**src/rtl/seq_detect_arbiter_pkg.sv**
```systemverilog
// Shared types, default constants and the round-robin pick helper for seq_detect_arbiter.
package seqdet_pkg;

    typedef enum logic [1:0] {
        IDLE  = 2'd0,
        SHIFT = 2'd1,
        DONE  = 2'd2
    } state_e;

    localparam int              DEF_PAT_W     = 5;
    localparam logic [4:0]      DEF_PATTERN   = 5'b10011;
    localparam int              DEF_FRAME_LEN = 16;

    // First requester at or after ptr, wrapping modulo nreq; returns ptr when nothing requests.
    function automatic logic [2:0] rr_pick(input logic [7:0] req,
                                           input logic [2:0] ptr,
                                           input int         nreq);
        logic [2:0] pick;
        logic [2:0] idx;
        logic       found;
        pick  = ptr;
        found = 1'b0;
        for (int i = 0; i < 8; i++) begin
            idx = 3'((int'(ptr) + i) % nreq);
            if (!found && (i < nreq) && req[idx]) begin
                pick  = idx;
                found = 1'b1;
            end
        end
        return pick;
    endfunction

endpackage

```
**src/rtl/seq_detect_arbiter_if.sv**
```systemverilog
// Requester/event bus of seq_detect_arbiter; cnt_sel/cnt_out exist only with SEQDET_MATCH_COUNT_EN.
interface seq_detect_arbiter_if
    import seqdet_pkg::*;
#(
    parameter int NREQ = 4,
    parameter int ID_W = 2
);
    logic [NREQ-1:0] req;
    logic [NREQ-1:0] bit_in;
    logic [NREQ-1:0] gnt;
    logic            busy;
    logic            Z;
    logic [ID_W-1:0] match_id;
    logic            frame_done;
    logic            frame_hit;
`ifdef SEQDET_MATCH_COUNT_EN
    logic [ID_W-1:0] cnt_sel;
    logic [7:0]      cnt_out;
`endif

    modport master (
        output req, bit_in,
        input  gnt, busy, Z, match_id, frame_done, frame_hit
`ifdef SEQDET_MATCH_COUNT_EN
        , output cnt_sel
        , input  cnt_out
`endif
    );

    modport slave (
        input  req, bit_in,
        output gnt, busy, Z, match_id, frame_done, frame_hit
`ifdef SEQDET_MATCH_COUNT_EN
        , input  cnt_sel
        , output cnt_out
`endif
    );

endinterface

```
**src/rtl/seq_detect_arbiter_detector.sv**
```systemverilog
// PAT_W-bit window detector: shifts in one bit per enable, pulses hit one cycle after a full-window match.
module seq_window_detector
    import seqdet_pkg::*;
#(
    parameter int              PAT_W   = DEF_PAT_W,
    parameter logic [PAT_W-1:0] PATTERN = DEF_PATTERN
) (
    input  logic clk,
    input  logic rst_n,
    input  logic clr_i,
    input  logic shift_en_i,
    input  logic bit_i,
    output logic hit_o
);
    localparam int GW = $clog2(PAT_W);

    logic [PAT_W-1:0] hist_q;
    logic [PAT_W-1:0] hist_d;
    logic [GW-1:0]    fill_q;
    logic             full;

    assign hist_d = {hist_q[PAT_W-2:0], bit_i};
    // fill_q saturates once PAT_W-1 earlier bits are in, so zeros from the clear never match
    assign full   = (fill_q == GW'(PAT_W - 1));

    always_ff @(posedge clk or negedge rst_n) begin
        if (!rst_n) begin
            hist_q <= '0;
            fill_q <= '0;
            hit_o  <= 1'b0;
        end else if (clr_i) begin
            hist_q <= '0;
            fill_q <= '0;
            hit_o  <= 1'b0;
        end else if (shift_en_i) begin
            hist_q <= hist_d;
            hit_o  <= (hist_d == PATTERN) && full;
            if (!full)
                fill_q <= fill_q + 1'b1;
        end else begin
            hit_o  <= 1'b0;
        end
    end

endmodule

```
**src/rtl/seq_detect_arbiter.sv**
```systemverilog
// Round-robin arbiter sharing one serial pattern detector among NREQ streams, one FRAME_LEN window per grant.
// Optional per-channel saturating match counters are built when SEQDET_MATCH_COUNT_EN is defined.
module seq_detect_arbiter
    import seqdet_pkg::*;
#(
    parameter int               NREQ      = 4,
    parameter int               ID_W      = 2,
    parameter int               PAT_W     = DEF_PAT_W,
    parameter logic [PAT_W-1:0] PATTERN   = DEF_PATTERN,
    parameter int               FRAME_LEN = DEF_FRAME_LEN
) (
    input  logic                 CLK,
    input  logic                 RST,
    seq_detect_arbiter_if.slave  bus
);
    localparam int         FC_W     = $clog2(FRAME_LEN);
    localparam logic [1:0] ST_IDLE  = IDLE;
    localparam logic [1:0] ST_SHIFT = SHIFT;
    localparam logic [1:0] ST_DONE  = DONE;

    logic [1:0]      state_q, state_d;
    logic [NREQ-1:0] gnt_q, gnt_d;
    logic [ID_W-1:0] sel_q, sel_d;
    logic [ID_W-1:0] ptr_q, ptr_d;
    logic [FC_W-1:0] left_q, left_d;
    logic            seen_q, seen_d;
    logic [ID_W-1:0] last_id_q;
    logic [ID_W-1:0] pick;
    logic            det_clr, det_shift, det_hit;
    logic            cur_bit, req_sel;

    assign pick    = ID_W'(rr_pick(8'(bus.req), 3'(ptr_q), NREQ));
    assign cur_bit = bus.bit_in[sel_q];
    assign req_sel = bus.req[sel_q];

    always_comb begin
        state_d   = state_q;
        gnt_d     = gnt_q;
        sel_d     = sel_q;
        ptr_d     = ptr_q;
        left_d    = left_q;
        seen_d    = seen_q;
        det_clr   = 1'b0;
        det_shift = 1'b0;
        case (state_q)
            ST_IDLE: begin
                if (|bus.req) begin
                    sel_d       = pick;
                    gnt_d       = '0;
                    gnt_d[pick] = 1'b1;
                    ptr_d       = (pick == ID_W'(NREQ - 1)) ? '0 : pick + 1'b1;
                    left_d      = FC_W'(FRAME_LEN - 1);
                    seen_d      = 1'b0;
                    det_clr     = 1'b1;
                    state_d     = ST_SHIFT;
                end
            end
            ST_SHIFT: begin
                seen_d = seen_q | det_hit;
                if (!req_sel) begin
                    gnt_d   = '0;
                    det_clr = 1'b1;
                    state_d = ST_IDLE;
                end else begin
                    det_shift = 1'b1;
                    left_d    = left_q - 1'b1;
                    if (left_q == '0) begin
                        gnt_d   = '0;
                        state_d = ST_DONE;
                    end
                end
            end
            ST_DONE: begin
                state_d = ST_IDLE;
            end
            default: begin
                gnt_d   = '0;
                state_d = ST_IDLE;
            end
        endcase
    end

    always_ff @(posedge CLK or negedge RST) begin
        if (!RST) begin
            state_q   <= ST_IDLE;
            gnt_q     <= '0;
            sel_q     <= '0;
            ptr_q     <= '0;
            left_q    <= '0;
            seen_q    <= 1'b0;
            last_id_q <= '0;
        end else begin
            state_q <= state_d;
            gnt_q   <= gnt_d;
            sel_q   <= sel_d;
            ptr_q   <= ptr_d;
            left_q  <= left_d;
            seen_q  <= seen_d;
            if (det_hit)
                last_id_q <= sel_q;
        end
    end

    seq_window_detector #(
        .PAT_W   (PAT_W),
        .PATTERN (PATTERN)
    ) u_det (
        .clk        (CLK),
        .rst_n      (RST),
        .clr_i      (det_clr),
        .shift_en_i (det_shift),
        .bit_i      (cur_bit),
        .hit_o      (det_hit)
    );

    // sel_q is stable from grant until the next grant, so it names the channel while Z is high
    assign bus.gnt        = gnt_q;
    assign bus.busy       = (state_q != ST_IDLE);
    assign bus.Z          = det_hit;
    assign bus.match_id   = det_hit ? sel_q : last_id_q;
    assign bus.frame_done = (state_q == ST_DONE);
    assign bus.frame_hit  = (state_q == ST_DONE) && (seen_q || det_hit);

`ifdef SEQDET_MATCH_COUNT_EN
    logic [7:0] cnt_q [NREQ];

    always_ff @(posedge CLK or negedge RST) begin
        if (!RST) begin
            for (int i = 0; i < NREQ; i++)
                cnt_q[i] <= '0;
        end else if (det_hit && (cnt_q[sel_q] != 8'hFF)) begin
            cnt_q[sel_q] <= cnt_q[sel_q] + 1'b1;
        end
    end

    assign bus.cnt_out = (int'(bus.cnt_sel) < NREQ) ? cnt_q[bus.cnt_sel] : 8'h00;
`endif

endmodule
```
**src/flat_wrapper.sv**
```systemverilog
// flat-port wrapper written by rule: the top's interface ports become plain ports
module seq_detect_arbiter_flat import seqdet_pkg::*;
#(
    parameter int               NREQ      = 4,
    parameter int               ID_W      = 2,
    parameter int               PAT_W     = DEF_PAT_W,
    parameter logic [PAT_W-1:0] PATTERN   = DEF_PATTERN,
    parameter int               FRAME_LEN = DEF_FRAME_LEN
)
  (CLK, RST, bus_req, bus_bit_in, bus_gnt, bus_busy, bus_Z, bus_match_id, bus_frame_done, bus_frame_hit);
  seq_detect_arbiter_if #(.NREQ(NREQ), .ID_W(ID_W)) bus_i ();
  input  logic CLK;
  input  logic RST;
  input wire logic [$bits(bus_i.req)-1:0] bus_req;
  input wire logic [$bits(bus_i.bit_in)-1:0] bus_bit_in;
  output wire logic [$bits(bus_i.gnt)-1:0] bus_gnt;
  output wire logic [$bits(bus_i.busy)-1:0] bus_busy;
  output wire logic [$bits(bus_i.Z)-1:0] bus_Z;
  output wire logic [$bits(bus_i.match_id)-1:0] bus_match_id;
  output wire logic [$bits(bus_i.frame_done)-1:0] bus_frame_done;
  output wire logic [$bits(bus_i.frame_hit)-1:0] bus_frame_hit;
  assign bus_i.req = bus_req;
  assign bus_i.bit_in = bus_bit_in;
  assign bus_gnt = bus_i.gnt;
  assign bus_busy = bus_i.busy;
  assign bus_Z = bus_i.Z;
  assign bus_match_id = bus_i.match_id;
  assign bus_frame_done = bus_i.frame_done;
  assign bus_frame_hit = bus_i.frame_hit;
  seq_detect_arbiter #(.NREQ(NREQ), .ID_W(ID_W), .PAT_W(PAT_W), .PATTERN(PATTERN), .FRAME_LEN(FRAME_LEN)) u_core (.CLK(CLK), .RST(RST), .bus(bus_i));
endmodule
```
**config.mk**
```make
export PLATFORM = sky130hd
export DESIGN_NAME = seq_detect_arbiter_flat
export DESIGN_NICKNAME = d
export VERILOG_FILES = /design/src/rtl/seq_detect_arbiter_pkg.sv /design/src/rtl/seq_detect_arbiter_if.sv /design/src/rtl/seq_detect_arbiter_detector.sv /design/src/rtl/seq_detect_arbiter.sv /design/src/flat_wrapper.sv
export SDC_FILE = /design/constraint.sdc
export NUM_CORES = 1
export LEC_CHECK = 0
export ABC_AREA = 1
export CORE_MARGIN = 2
export CORE_UTILIZATION = 40
export CTS_CLUSTER_SIZE = 30
export DETAILED_ROUTE_END_ITERATION = 6
export PLACE_DENSITY = 0.59
export SLEW_MARGIN = 5
export SYNTH_ARGS = -nofsm -noshare
export SYNTH_HDL_FRONTEND = slang
export SYNTH_SLANG_ARGS = --single-unit
```
**constraint.sdc**
```tcl
create_clock -name CLK -period 2.1 [get_ports CLK]
set_clock_uncertainty 0.1 [all_clocks]
set_input_delay 0.315 -clock CLK [delete_from_list [all_inputs] [get_ports CLK]]
set_output_delay 0.315 -clock CLK [all_outputs]
set_load 0.005 [all_outputs]
```
==> results.sh, run 1 <==
export IMPL_run_status="complete, no violations"
export IMPL_cp_arrival_ns=2.02
export IMPL_cts_root_buffer="clkbuf_8"
export IMPL_utilization_pct=55.23
export IMPL_path_clk_slew_ns=0.09
export IMPL_cts_buffers=3
export IMPL_wl_per_cell_um=11.70
export IMPL_io_buffers=19
export IMPL_final_cells=294
export IMPL_relSlewSlack_pct=78.47
export IMPL_fill_cells=351
export IMPL_syn_to_final_growth_pct=31.81
export IMPL_seq_area_frac_synth_pct=40.78
export IMPL_gp_congestion=0.7402
export IMPL_synthCells=202
export IMPL_yosys_warnings=0
export IMPL_wirelength_um=3440
export IMPL_grt_ovfl_total=0
export IMPL_syn_nets=219
export IMPL_min_path_type="input port to asynchronous set/reset pin"
export IMPL_powerDensity_mw_per_mm2=1434
export IMPL_drv_cap=0
export IMPL_via_count=1419
export IMPL_hold_buffers=0
export IMPL_dieArea_mm2=0.004346
export IMPL_dp_cells=284
export IMPL_dp_slack_ns=-0.1874
export IMPL_h_tree_depth=1
export IMPL_postRouteAntennaNets=0
export IMPL_final_setup_worst_slack_ns=0.1327
export IMPL_cts_tree="done"
export IMPL_ir_drop_mv=0.7964
export IMPL_first_pass_iters=4
export IMPL_timing_hold_ws_ns=0.2964
export IMPL_yosysUniqueCellTypes=24
export IMPL_crit_path_start_kind="flip-flop"
export IMPL_fin_crit_ns=1.967
export IMPL_r2r_slack_ns=0.13
export IMPL_grt_pass1_vias=1331
export IMPL_clkLatencyLatePin_ns=0.27
export IMPL_vias_per_cell=4.827
export IMPL_synth_area_per_cell_um2=7.594
export IMPL_cts_buffer_depth=2
export IMPL_ys_ff_latch=25
export IMPL_grt_max_degree=26
export IMPL_finalSetupViolations=0
export IMPL_grt_pass1_wl_um=5644
export IMPL_drv_slew=0
export IMPL_first_iter_violations=78
export IMPL_final_period_utilization_pct=93.68
export IMPL_netlist_area_mm2=0.001534
export IMPL_cp_startpoint="u_core.ptr_q[0]$_DFFE_PN0P_"
export IMPL_worstSetupPathType="flip-flop to flip-flop"
export IMPL_die_h_um=65.93
export IMPL_cp_max_fo=8
export IMPL_worst_pin_slew_ns=0.3229
export IMPL_core_mm2=0.003661
export IMPL_initial_core_util_pct=41.90
export IMPL_drive_gt1_share_pct=25.61
export IMPL_rr_startpoint="u_core.ptr_q[0]$_DFFE_PN0P_"
export IMPL_worstPathRequired_ns=2.16
export IMPL_nNetsFinal=264
export IMPL_rr_worst_depth=14
export IMPL_antenna_found_initial=0
export IMPL_clock_sinks=25
export IMPL_grt_usage_pct=16.67
export IMPL_pin_count=20
export IMPL_dp_hpwl_um=2582
export IMPL_std_cell_rows=22
export IMPL_end_kind="flip-flop"
export IMPL_layout_commonest_cell="nand2_1"
export IMPL_die_w_um=65.93
export IMPL_hold_viol_final=0
export IMPL_power_leakage_uw=0.001045
export IMPL_final_cell_mix="nand2_1 (65), buf_4 (23), dfrtp_1 (23), inv_1 (18), clkdlybuf4s50_1 (16)"
export IMPL_diodes=0
export IMPL_drc_errors=0
export IMPL_r2r_end="u_core.ptr_q[1]$_DFFE_PN0P_"
export IMPL_max_freq_ghz=0.5083
-- final cells by class --
type | count | area, um2 | area share (%)
tap | 48 | 60.06 | 2.970
multi-input combinational | 150 | 808.3 | 39.98
clock buffer | 3 | 41.29 | 2.042
inverter | 24 | 97.59 | 4.827
timing repair buffer | 43 | 381.6 | 18.87
clock inverter | 1 | 5.005 | 0.2475
sequential | 25 | 628.1 | 31.06
-- cell usage after synthesis --
cell / n / area [um2]
a21oi_1: 6 / 30.03
buf_4: 1 / 7.510
buf_6: 2 / 22.52
dfrtp_1: 25 / 625.6
ha_1: 7 / 87.58
inv_1: 18 / 67.56
inv_2: 6 / 22.52
nand2_1: 66 / 247.7
nand2_2: 14 / 87.58
nand2_4: 1 / 11.26
nand3_1: 10 / 50.05
nand3_2: 2 / 20.02
nand3b_1: 1 / 7.510
nand4_1: 3 / 18.77
nor2_1: 9 / 33.78
nor2_2: 2 / 12.51
nor3_1: 3 / 15.01
nor3b_1: 1 / 7.510
o211ai_1: 1 / 7.510
o21ai_0: 11 / 55.05
o21ai_1: 2 / 10.01
o21ai_2: 6 / 52.55
o22ai_1: 4 / 25.02
xor2_1: 1 / 8.760
-- what timing repair did --
item / CTS / global route
gates resized for setup: 0 / 13
setup endpoints to repair: 0 / 4
setup buffers: 0 / 6
-- registers in the layout, summed over array words and instances, names as in the netlist --
register / cells
u_core.bus.gnt: 4
u_core.last_id_q: 2
u_core.left_q: 4
u_core.ptr_q: 2
u_core.seen_q: 1
u_core.sel_q: 2
u_core.state_q: 2
u_core.u_det.fill_q: 3
u_core.u_det.hist_q: 4
u_core.u_det.hit_o: 1
-- report_power, final --
| group | internal [uW] | switching [uW] |
|---|---|---|
| Clock | 133 | 149 |
| Sequential | 627 | 120 |
| Combinational | 801 | 1070 |
-- logic make-up after synthesis --
kind of cell / share of synthesized area [%]
flops: 40.78
xor+xnor: 0.5711
fa+ha+maj: 5.709
compound gates: 11.75
simple gates: 33.36
buf+inv: 7.830
-- metal layers --
metal / vias up / GRT usage (%) / routed length, um
met1: 649 / 21.32 / 1569
met4: 0 / 5.729 / 19
met2: 27 / 28.79 / 1748
met3: 2 / 2.215 / 102
met5: - / 0 / 0
li1: 741 / - / -
-- per-stage QoR --
| step | instance area (um2) | TNS (ns) | power (uW) |
|---|---|---|---|
| after detailed placement | 1889 | -0.6678 | 2436 |
| after global placement | 1889 | -0.3025 | 2377 |
| after global routing | 2022 | -0.04094 | 3195 |
| after floorplan | 1534 | 0 | 1922 |
| final | 2022 | 0 | 2899 |
| after CTS | 1936 | 0 | 2733 |
-- critical path: stages, from the launching register on --
cell and delay (ns):
dfrtp_2 0.45, buf_6 0.15, nand2_2 0.08, nand3_2 0.08
nand2_2 0.13, nand3_1 0.11, nand2_1 0.06, nand2_1 0.05
nand2_1 0.07, nand2_2 0.07, nand2_4 0.08, inv_2 0.04
ha_1 0.26, nand2_1 0.07, o21ai_0 0.07
-- worst max path at each step --
stage | endpoint | slack, ns | cells after the start
final | u_core.ptr_q[1]$_DFFE_PN0P_ | 0.13 | 14
after global routing | u_core.ptr_q[1]$_DFFE_PN0P_ | -0.03 | 14
after CTS | u_core.ptr_q[1]$_DFFE_PN0P_ | 0.05 | 15
after detailed placement | u_core.ptr_q[1]$_DFFE_PN0P_ | -0.19 | 13
after global placement | u_core.ptr_q[1]$_DFFE_PN0P_ | -0.12 | 15
after floorplan | u_core.ptr_q[1]$_DFFE_PN0P_ | 0.26 | 14
(Power assumes the default switching activity.)
==> inputs of run 2 (changes only) <==
CTS_CLUSTER_DIAMETER = 200   (was default)
==> results of run 2 <==
Final layout, timing and power as in run 1 (identical DEF).
==> inputs of run 3 (changes only) <==
CORE_MARGIN = 10   (was 2)
==> results.sh, run 3 (synthesis gave the netlist of run 1 again) <==
export IMPL_run_status="complete, no violations"
export IMPL_clkLatencyLatePin_ns=0.26
export IMPL_end_kind="flip-flop"
export IMPL_placedInstanceArea_mm2=0.001867
export IMPL_std_cell_rows=22
export IMPL_drc_errors=0
export IMPL_io_buffers=19
export IMPL_antenna_found_initial=0
export IMPL_gp_congestion=0.7989
export IMPL_grt_ovfl_total=0
export IMPL_layout_commonest_cell="nand2_1"
export IMPL_grt_pass1_vias=1312
export IMPL_syn_to_final_growth_pct=27.90
export IMPL_max_freq_ghz=0.5013
export IMPL_nNetsFinal=257
export IMPL_pin_count=20
export IMPL_grt_util_met1_pct=13.44
export IMPL_crit_path_start_kind="input port"
export IMPL_diodes=0
export IMPL_initial_core_util_pct=41.59
export IMPL_drive_gt1_share_pct=22.18
export IMPL_dieArea_mm2=0.006712
export IMPL_dp_cells=281
export IMPL_final_cell_area_mm2=0.001962
export IMPL_cp_max_fo=4
export IMPL_wl_per_cell_um=12.25
export IMPL_grt_max_degree=26
export IMPL_first_pass_iters=4
export IMPL_final_period_utilization_pct=95.00
export IMPL_hold_viol_final=0
export IMPL_p_switching_uw=1296
export IMPL_postRouteAntennaNets=0
export IMPL_worst_pin_slew_ns=0.3223
export IMPL_core_mm2=0.003689
export IMPL_grt_util_met3_pct=3.493
export IMPL_power_leakage_uw=0.001007
export IMPL_final_cells=287
export IMPL_drv_slew=0
export IMPL_cts_root_buffer="clkbuf_8"
export IMPL_powerDensity_mw_per_mm2=1403
export IMPL_p_clk_share_pct=10.0
export IMPL_grt_pass1_wl_um=5885
export IMPL_fill_cells=367
export IMPL_busiest_layer="met2"
export IMPL_rr_worst_depth=14
export IMPL_vias_per_cell=4.812
export IMPL_clock_sinks=25
export IMPL_cts_buffer_depth=2
export IMPL_pwr_share_seq_pct=27.5
export IMPL_cts_buffers=3
export IMPL_cp_arrival_ns=2.04
export IMPL_cts_tree="done"
export IMPL_h_tree_depth=1
export IMPL_drv_cap=0
export IMPL_grt_use_met2_pct=17.95
export IMPL_hold_buffers=0
export IMPL_grt_usage_pct=10.93
export IMPL_fin_crit_ns=1.995
export IMPL_die_w_um=81.93
export IMPL_worstSetupPathType="input port to flip-flop"
export IMPL_path_clk_slew_ns=0.09
export IMPL_finalSetupViolations=0
export IMPL_pwr_share_comb_pct=62.4
export IMPL_relSlewSlack_pct=78.51
export IMPL_p_int_uw=1456
export IMPL_final_cell_mix="nand2_1 (66), dfrtp_1 (23), inv_1 (18), clkdlybuf4s50_1 (16), buf_4 (15)"
export IMPL_die_h_um=81.93
export IMPL_first_iter_violations=87
export IMPL_dp_hpwl_um=2697
export IMPL_worstPathRequired_ns=2.15
export IMPL_finalPower_uw=2752
export IMPL_wirelength_um=3516
export IMPL_switching_share_pct=47.10
export IMPL_via_count=1381
export IMPL_min_path_type="input port to asynchronous set/reset pin"
export IMPL_ir_drop_mv=0.7674
==> run 3: worst paths after layout <==
check	from	end	slack [ns]
max	bus_req[2]	u_core.ptr_q[1]$_DFFE_PN0P_	0.10
min	RST	u_core.last_id_q[0]$_DFF_PN0_	0.31
max reg2reg	u_core.ptr_q[0]$_DFFE_PN0P_	u_core.ptr_q[1]$_DFFE_PN0P_	0.10
min reg2reg	u_core.bus.gnt[1]$_DFFE_PN0P_	u_core.bus.gnt[1]$_DFFE_PN0P_	0.41
max in group asynchronous	RST	u_core.ptr_q[0]$_DFFE_PN0P_	1.31
min in group CLK	u_core.bus.gnt[1]$_DFFE_PN0P_	u_core.bus.gnt[1]$_DFFE_PN0P_	0.41
==> run 3: critical path: stages <==
cell             delay [ns]
clkdlybuf4s50_1        0.54
inv_1                  0.09
nand2_1                0.06
nand3_1                0.08
nand2_2                0.09
nand3_1                0.10
nand2_1                0.07
nand2_1                0.04
nand2_1                0.07
nand2_2                0.07
nand2_4                0.08
inv_2                  0.04
ha_1                   0.26
nand2_1                0.06
o21ai_0                0.06
==> run 3: layout make-up <==
type,count,area (um2),area share [%]
multi-input combinational,150,798.3,40.69
inverter,24,97.59,4.974
tap,48,60.06,3.061
timing repair buffer,36,332.8,16.96
sequential,25,628.1,32.02
clock buffer,4,45.04,2.296
==> run 3: layer usage <==
| layer | share of wire, % | vias to the layer above |
|---|---|---|
| met5 | 0 | - |
| met4 | 0 | 0 |
| met3 | 4.9 | 0 |
| met2 | 48 | 21 |
| met1 | 47 | 636 |
| li1 | - | 724 |
==> run 3: power by group through the flow <==
stage	combinational, uW	clock, uW	sequential, uW
finish	1720	276	757
global route	1950	313	777
CTS	1650	290	735
detailed placement	1640	0	742
global placement	1590	0	734
floorplan	1210	0	716
==> run 3: per-stage QoR <==
step / TNS [ns] / setup slack (ns) / hold WS [ns] / utilization [%]
6_report: 0 / 0.1050 / 0.3080 / 53.19
5_1_grt: -0.0002589 / -0.0002589 / 0.3419 / 53.19
3_5_place_dp: -0.4216 / -0.1781 / 0.3834 / 50.61
2_1_floorplan: 0 / 0.2610 / -0.08059 / -
4_1_cts: 0 / 0.09083 / 0.3239 / 51.83
3_3_place_gp: -0.3158 / -0.1479 / 0.3804 / 50.61
==> run 3: repair_timing <==
item | 4_1_cts | 5_1_grt
resized for setup | 0 | 14
endpoints found under the setup margin | 0 | 1
buffers inserted | 0 | 1
